$ cat config.mk
export PLATFORM = sky130hd
export DESIGN_NAME = uart_tx_top
export DESIGN_NICKNAME = d
export VERILOG_FILES = /design/src/rtl/uart_pkg.sv /design/src/rtl/uart_tx_fifo.sv /design/src/rtl/uart_tx_top.sv
export SDC_FILE = /design/constraint.sdc
export NUM_CORES = 1
export LEC_CHECK = 0
export ABC_AREA = 1
export CELL_PAD_IN_SITES_DETAIL_PLACEMENT = 1
export CELL_PAD_IN_SITES_GLOBAL_PLACEMENT = 1
export CORE_ASPECT_RATIO = 0.6
export CORE_MARGIN = 3
export CORE_UTILIZATION = 44
export CTS_BUF_LIST = sky130_fd_sc_hd__clkbuf_2
export DETAILED_ROUTE_END_ITERATION = 6
export MAX_ROUTING_LAYER = met4
export PLACE_DENSITY_LB_ADDON = 0.08
export SKIP_CTS_REPAIR_TIMING = 1
export SLEW_MARGIN = 15
export SYNTH_ARGS = -nofsm -noshare
export SYNTH_HDL_FRONTEND = slang
export SYNTH_SLANG_ARGS = --single-unit
$ cat constraint.sdc
create_clock -name clk -period 3.2 [get_ports clk]
set_input_delay 0.64 -clock clk [delete_from_list [all_inputs] [get_ports clk]]
set_output_delay 0.64 -clock clk [all_outputs]
set_load 0.1 [all_outputs]
$ cat src/rtl/uart_pkg.sv
// Shared types, register map and helpers for the UART transmitter.
package uart_pkg;

  typedef enum logic [2:0] {
    IDLE,
    START,
    DATA,
    PARITY,
    STOP
  } tx_state_t;

  localparam logic [1:0] ADDR_TXDATA = 2'd0;
  localparam logic [1:0] ADDR_STATUS = 2'd1;
  localparam logic [1:0] ADDR_DIV    = 2'd2;
  localparam logic [1:0] ADDR_CTRL   = 2'd3;

  // STATUS bit positions
  localparam int ST_EN       = 0;
  localparam int ST_BUSY     = 1;
  localparam int ST_EMPTY    = 2;
  localparam int ST_FULL     = 3;
  localparam int ST_OVF      = 4;
  localparam int ST_CNT_ZERO = 5;

  // A programmed divisor of 0 behaves like 1 so a bit always lasts at least one cycle.
  function automatic logic [15:0] eff_div(input logic [15:0] d);
    return (d < 16'd2) ? 16'd1 : d;
  endfunction

endpackage

$ cat src/rtl/uart_tx_fifo.sv
// Circular-buffer TX FIFO with wrapping pointers; head is readable without a pop
// so the transmitter can load the shift register on the same edge it pops.
module uart_tx_fifo #(
  parameter int WIDTH = 8,
  parameter int DEPTH = 8
) (
  input  logic                     clk,
  input  logic                     rst,
  input  logic                     push,
  input  logic                     pop,
  input  logic [WIDTH-1:0]         din,
  output logic [WIDTH-1:0]         dout,
  output logic                     full,
  output logic                     empty,
  output logic [$clog2(DEPTH):0]   count
);

  localparam int AW = $clog2(DEPTH);
  localparam int CW = AW + 1;

  logic [WIDTH-1:0] mem [DEPTH];
  logic [AW-1:0]    wr_ptr_reg;
  logic [AW-1:0]    rd_ptr_reg;
  logic [CW-1:0]    count_reg;
  logic             do_push;
  logic             do_pop;

  // full/empty come only from the registered count, so a push while full is
  // dropped even if a pop frees a slot on the same edge.
  assign full    = (count_reg == CW'(DEPTH));
  assign empty   = (count_reg == '0);
  assign do_push = push && !full;
  assign do_pop  = pop && !empty;
  assign dout    = mem[rd_ptr_reg];
  assign count   = count_reg;

  always_ff @(posedge clk) begin
    if (do_push) begin
      mem[wr_ptr_reg] <= din;
    end
  end

  always_ff @(posedge clk) begin
    if (!rst) begin
      wr_ptr_reg <= '0;
      rd_ptr_reg <= '0;
      count_reg  <= '0;
    end else begin
      if (do_push) wr_ptr_reg <= wr_ptr_reg + 1'b1;
      if (do_pop)  rd_ptr_reg <= rd_ptr_reg + 1'b1;
      case ({do_push, do_pop})
        2'b10:   count_reg <= count_reg + 1'b1;
        2'b01:   count_reg <= count_reg - 1'b1;
        default: count_reg <= count_reg;
      endcase
    end
  end

endmodule

$ cat src/rtl/uart_tx_top.sv
// Memory-mapped 8N1 UART transmitter with TX FIFO, baud divisor and level irq.
// Optional parity bit (CONTROL[1] selects odd) is built when UART_PARITY_EN is defined.
module uart_tx_top
  import uart_pkg::*;
#(
  parameter int          FIFO_DEPTH  = 8,
  parameter logic [15:0] DEFAULT_DIV = 16'd868
) (
  input  logic        clk,
  input  logic        rst,
  input  logic [1:0]  a,
  input  logic        we,
  input  logic [31:0] wd,
  output logic [31:0] rd,
  output logic        txd,
  output logic        irq
);

  localparam int CW = $clog2(FIFO_DEPTH) + 1;

  tx_state_t   state_reg, state_next;
  logic [7:0]  shift_reg, shift_next;
  logic [2:0]  bit_idx_reg, bit_idx_next;
  logic [15:0] baud_reg, baud_next;
  logic [15:0] div_lat_reg, div_lat_next;
  logic        par_reg, par_next;
  logic        txd_reg, txd_next;
  logic        irq_reg;
  logic [15:0] div_reg;
  logic        en_reg;
  logic        ovf_reg;
  logic        odd_bit;
  logic        pop;
  logic        push;
  logic        bit_done;
  logic        start_frame;
  logic [7:0]  fifo_head;
  logic        fifo_full;
  logic        fifo_empty;
  logic [CW-1:0] fifo_count_unused;
  logic        unused_wd;
  logic [31:0] status_word;

  assign unused_wd = ^wd[31:16];

  assign push = we && (a == ADDR_TXDATA);

  uart_tx_fifo #(
    .WIDTH (8),
    .DEPTH (FIFO_DEPTH)
  ) u_fifo (
    .clk   (clk),
    .rst   (rst),
    .push  (push),
    .pop   (pop),
    .din   (wd[7:0]),
    .dout  (fifo_head),
    .full  (fifo_full),
    .empty (fifo_empty),
    .count (fifo_count_unused)
  );

`ifdef UART_PARITY_EN
  logic odd_reg;
  always_ff @(posedge clk) begin
    if (!rst) begin
      odd_reg <= 1'b0;
    end else if (we && (a == ADDR_CTRL)) begin
      odd_reg <= wd[1];
    end
  end
  assign odd_bit = odd_reg;
`else
  assign odd_bit = 1'b0;
`endif

  // Register file: ovf is sticky until any write to STATUS.
  always_ff @(posedge clk) begin
    if (!rst) begin
      div_reg <= DEFAULT_DIV;
      en_reg  <= 1'b0;
      ovf_reg <= 1'b0;
      irq_reg <= 1'b0;
    end else begin
      irq_reg <= en_reg && fifo_empty;
      if (we) begin
        case (a)
          ADDR_TXDATA: if (fifo_full) ovf_reg <= 1'b1;
          ADDR_STATUS: ovf_reg <= 1'b0;
          ADDR_DIV:    div_reg <= wd[15:0];
          default:     en_reg  <= wd[0];
        endcase
      end
    end
  end

  always_ff @(posedge clk) begin
    if (!rst) begin
      state_reg   <= IDLE;
      shift_reg   <= '0;
      bit_idx_reg <= '0;
      baud_reg    <= '0;
      div_lat_reg <= 16'd1;
      par_reg     <= 1'b0;
      txd_reg     <= 1'b1;
    end else begin
      state_reg   <= state_next;
      shift_reg   <= shift_next;
      bit_idx_reg <= bit_idx_next;
      baud_reg    <= baud_next;
      div_lat_reg <= div_lat_next;
      par_reg     <= par_next;
      txd_reg     <= txd_next;
    end
  end

  assign bit_done    = (baud_reg == div_lat_reg - 16'd1);
  assign start_frame = en_reg && !fifo_empty;

  always_comb begin
    state_next   = state_reg;
    shift_next   = shift_reg;
    bit_idx_next = bit_idx_reg;
    baud_next    = baud_reg;
    div_lat_next = div_lat_reg;
    par_next     = par_reg;
    pop          = 1'b0;

    case (state_reg)
      IDLE: begin
        baud_next = '0;
        if (start_frame) begin
          pop          = 1'b1;
          shift_next   = fifo_head;
          div_lat_next = eff_div(div_reg);
          par_next     = (^fifo_head) ^ odd_bit;
          state_next   = START;
        end
      end
      START: begin
        if (bit_done) begin
          baud_next    = '0;
          bit_idx_next = '0;
          state_next   = DATA;
        end else begin
          baud_next = baud_reg + 16'd1;
        end
      end
      DATA: begin
        if (bit_done) begin
          baud_next  = '0;
          shift_next = {1'b0, shift_reg[7:1]};
          if (bit_idx_reg == 3'd7) begin
`ifdef UART_PARITY_EN
            state_next = PARITY;
`else
            state_next = STOP;
`endif
          end else begin
            bit_idx_next = bit_idx_reg + 3'd1;
          end
        end else begin
          baud_next = baud_reg + 16'd1;
        end
      end
      PARITY: begin
        if (bit_done) begin
          baud_next  = '0;
          state_next = STOP;
        end else begin
          baud_next = baud_reg + 16'd1;
        end
      end
      STOP: begin
        if (bit_done) begin
          baud_next = '0;
          // Back-to-back frames skip IDLE entirely.
          if (start_frame) begin
            pop          = 1'b1;
            shift_next   = fifo_head;
            div_lat_next = eff_div(div_reg);
            par_next     = (^fifo_head) ^ odd_bit;
            state_next   = START;
          end else begin
            state_next = IDLE;
          end
        end else begin
          baud_next = baud_reg + 16'd1;
        end
      end
      default: state_next = IDLE;
    endcase
  end

  // txd is registered from the state being entered, so the line changes on the edge itself.
  always_comb begin
    txd_next = 1'b1;
    case (state_next)
      START:   txd_next = 1'b0;
      DATA:    txd_next = shift_next[0];
      PARITY:  txd_next = par_reg;
      default: txd_next = 1'b1;
    endcase
  end

  always_comb begin
    status_word              = '0;
    status_word[ST_EN]       = en_reg;
    status_word[ST_BUSY]     = (state_reg != IDLE);
    status_word[ST_EMPTY]    = fifo_empty;
    status_word[ST_FULL]     = fifo_full;
    status_word[ST_OVF]      = ovf_reg;
    status_word[ST_CNT_ZERO] = (baud_reg == '0);
  end

  always_comb begin
    rd = '0;
    case (a)
      ADDR_STATUS: rd = status_word;
      ADDR_DIV:    rd = {16'd0, div_reg};
      ADDR_CTRL:   rd = {30'd0, odd_bit, en_reg};
      default:     rd = '0;
    endcase
  end

  assign txd = txd_reg;
  assign irq = irq_reg;

endmodule

==> summary.md <==
| Metric | Value |
|---|---|
| Rows | 36 |
| Number of max-cap violations | 0 |
| Syn_area_per_cell | 7.80 µm² |
| Number of enable flip-flop cells after synthesis | 64 |
| Largest net degree at the start of global routing | 37 |
| TNS Setup | 0 ns |
| Layout cells sized above 1 | 13.7% |
| Post-route DRC | 0 |
| H-Tree Depth | 4 |
| #FFs+latches synth | 144 |
| Clock Sinks | 144 |
| Share of the synthesized area in the top cell type | 25.7% |
| Initial antenna violation count | 0 |
| Die boundary width | 174 µm |
| Biggest register | u_fifo.mem |
| Worst Setup End Kind | primary output |
| Non-Filler Instances | 1260 |
| Setup CP Type | register to primary output |
| Util after Layout | 53.0% |
| Vias per cell | 5.25 |
| TritonCTS Buffers | 17 |
| ANT nets after route | 0 |
| Clock skew | 0.0304 ns |
| Mapped cell area | 0.00748 mm² |
| Hold Crit Class | primary input to register |
| Register area share after synthesis | 47.1% |
| Worst-margin pin slew | 0.724 ns |
| Fin nets | 1066 |
| WP data required | 2.56 ns |
| Cell count after synthesis | 959 |
| Final Critical Period | 3.02 ns |
| Top-count cell post-synth | nand2_1 |
| Asr flop ratio synth | 0% |
| Largest register FFs | 64 |
| Reg clk slew, reported paths | 0.22 ns |
| Commonest cells in the netlist | nand2_1 (180), nor2_1 (142), inv_1 (99) |
| Register area | 0.00353 mm² |
| Via count | 6609 |
| Clk_lat worst skew | 0.71 ns |
| # diodes | 0 |
| Hold_ws | 0.479 ns |
| Final GP Congestion | 0.838 |
| Finish-stage setup viols | 0 |
| Total wire length | 21800 µm |
| CTS tree | built |
| Fmax | 331 MHz |
| Leak | 3.61 nW |
| Inst Count DP | 1225 |
| Placeable Area | 0.0164 mm² |
| CP max FO | 6 |
| PortBufs | 38 |
| RSZ-0062 raised after global routing | yes |
| Area growth syn-to-layout | 16.4% |
| First-pass GRT wire length | 35000 µm |
| Power per cell area | 455 mW/mm² |
| Slew headroom | 51.7% |
| Peak VDD IR | 198 µV |
| Grt total ovfl | 0 |
| Die height | 107 µm |
| Final hold vios | 0 |
| Post-DP Area | 0.00835 mm² |
| Routed WL per cell | 17.3 µm |
| Final period utilization | 94.4% |
| Root Buffer Master | clkbuf_2 |
| Ranking of synthesized cells by area | edfxtp_1 (26%), dfxtp_1 (21%), nand2_1 (9.0%) |
| Post-synth top area cell | edfxtp_1 |
| # fillers | 2042 |
| Initial Util | 45.5% |
| Post-DP HPWL | 16500 µm |
| Synth warn | 0 |
| Status | finished, final reports clean |
| GRT Overall Usage | 24.9% |
| I/O pin count | 71 |
| Die ar. | 0.0187 mm² |
| Slew Limit Fails | 0 |
| CP arrival | 2.38 ns |
| Distinct cell type count of the synthesized netlist | 42 |
| Multi-input gate area | 0.00341 mm² |
| Vias in the first global route | 6445 |
| Iteration-0 DRC count of the detailed router | 487 |
| Layout Cell Area excl Fill | 0.00871 mm² |
| Clock buffer depth | 2 |
| Post-synth top flop | dfxtp_1 |
| Drt first pass iters | 5 |
| Worst Setup Start Kind | register |
## worst paths after layout
| path | startpoint | end | slack [ns] | cells after the start |
|---|---|---|---|---|
| worst max-delay path | baud_reg[12] | rd[5] | 0.18 | 5 |
| worst min-delay path | wd[8] | div_reg[8] | 0.48 | 3 |
| worst max register to register | div_lat_reg[3] | u_fifo.count[2] | 0.24 | 25 |
| worst min register to register | div_reg[10] | div_lat_reg[10] | 0.49 | 2 |
## critical path: stages, from the launching register on
cell	delay [ns]
dfxtp_1	0.43
buf_4	0.19
nor4_2	0.27
nand2_1	0.20
o32ai_4	0.36
buf_12	0.22
## power breakdown
group / switching [mW] / internal (mW)
combinational: 0.595 / 0.233
clock: 0.695 / 0.444
sequential: 0.0322 / 1.96
total: 1.32 / 2.64
## cell type report
class | instances | share of cell area [%]
inverters | 104 | 4.48
multi-input cells | 674 | 39.2
well taps | 228 | 3.27
clock buffers | 19 | 1.09
flip-flops and latches | 144 | 40.6
clock inverters | 13 | 1.82
repair buffers | 78 | 9.59
## per-layer routing
| metal | routed length (µm) | part of all wire [%] | global-route usage, % |
|---|---|---|---|
| met4 | 152 | 0.70 | 4.99 |
| met1 | 12100 | 56 | 39.1 |
| met2 | 8350 | 38 | 32.5 |
| met5 | 0 | 0 | - |
| met3 | 1170 | 5.4 | 4.81 |
## logic make-up (layout without fill, tap and decap cells)
kind of cell / count (synthesis) / count (layout) / synth area share, %
AOI/OAI and AO/OA: 184 / 184 / 13.1
xor gates and xnor gates: 22 / 22 / 2.57
adders and majority gates: 10 / 10 / 1.67
buffers and inverters: 156 / 214 / 9.19
DFF: 144 / 144 / 47.1
muxes: 7 / 7 / 0.936
other: 1 / 16 / 0.0501
and+or+nand+nor: 435 / 435 / 25.4
## cell usage in the layout, fill, tap and decap left out, types with 9 or more instances in the layout
master,instances
buf_4,42
edfxtp_1,64
dfxtp_1,74
clkdlybuf4s50_1,20
xor2_1,15
nor2_1,136
buf_12,16
a21oi_1,65
nand3_1,60
nand4_1,9
conb_1,16
nand2_1,178
clkbuf_2,19
nor2_2,10
inv_1,98
o21ai_0,86
## metrics by stage
step | worst slack, ns | power, mW
6_report | 0.178 | 3.96
4_1_cts | 0.00547 | 3.97
2_1_floorplan | 0.133 | 2.61
5_1_grt | -0.0168 | 4.15
3_5_place_dp | 0.0273 | 2.84
3_3_place_gp | 0.152 | 2.82
No activity file was read; power rests on OpenSTA's default activity.
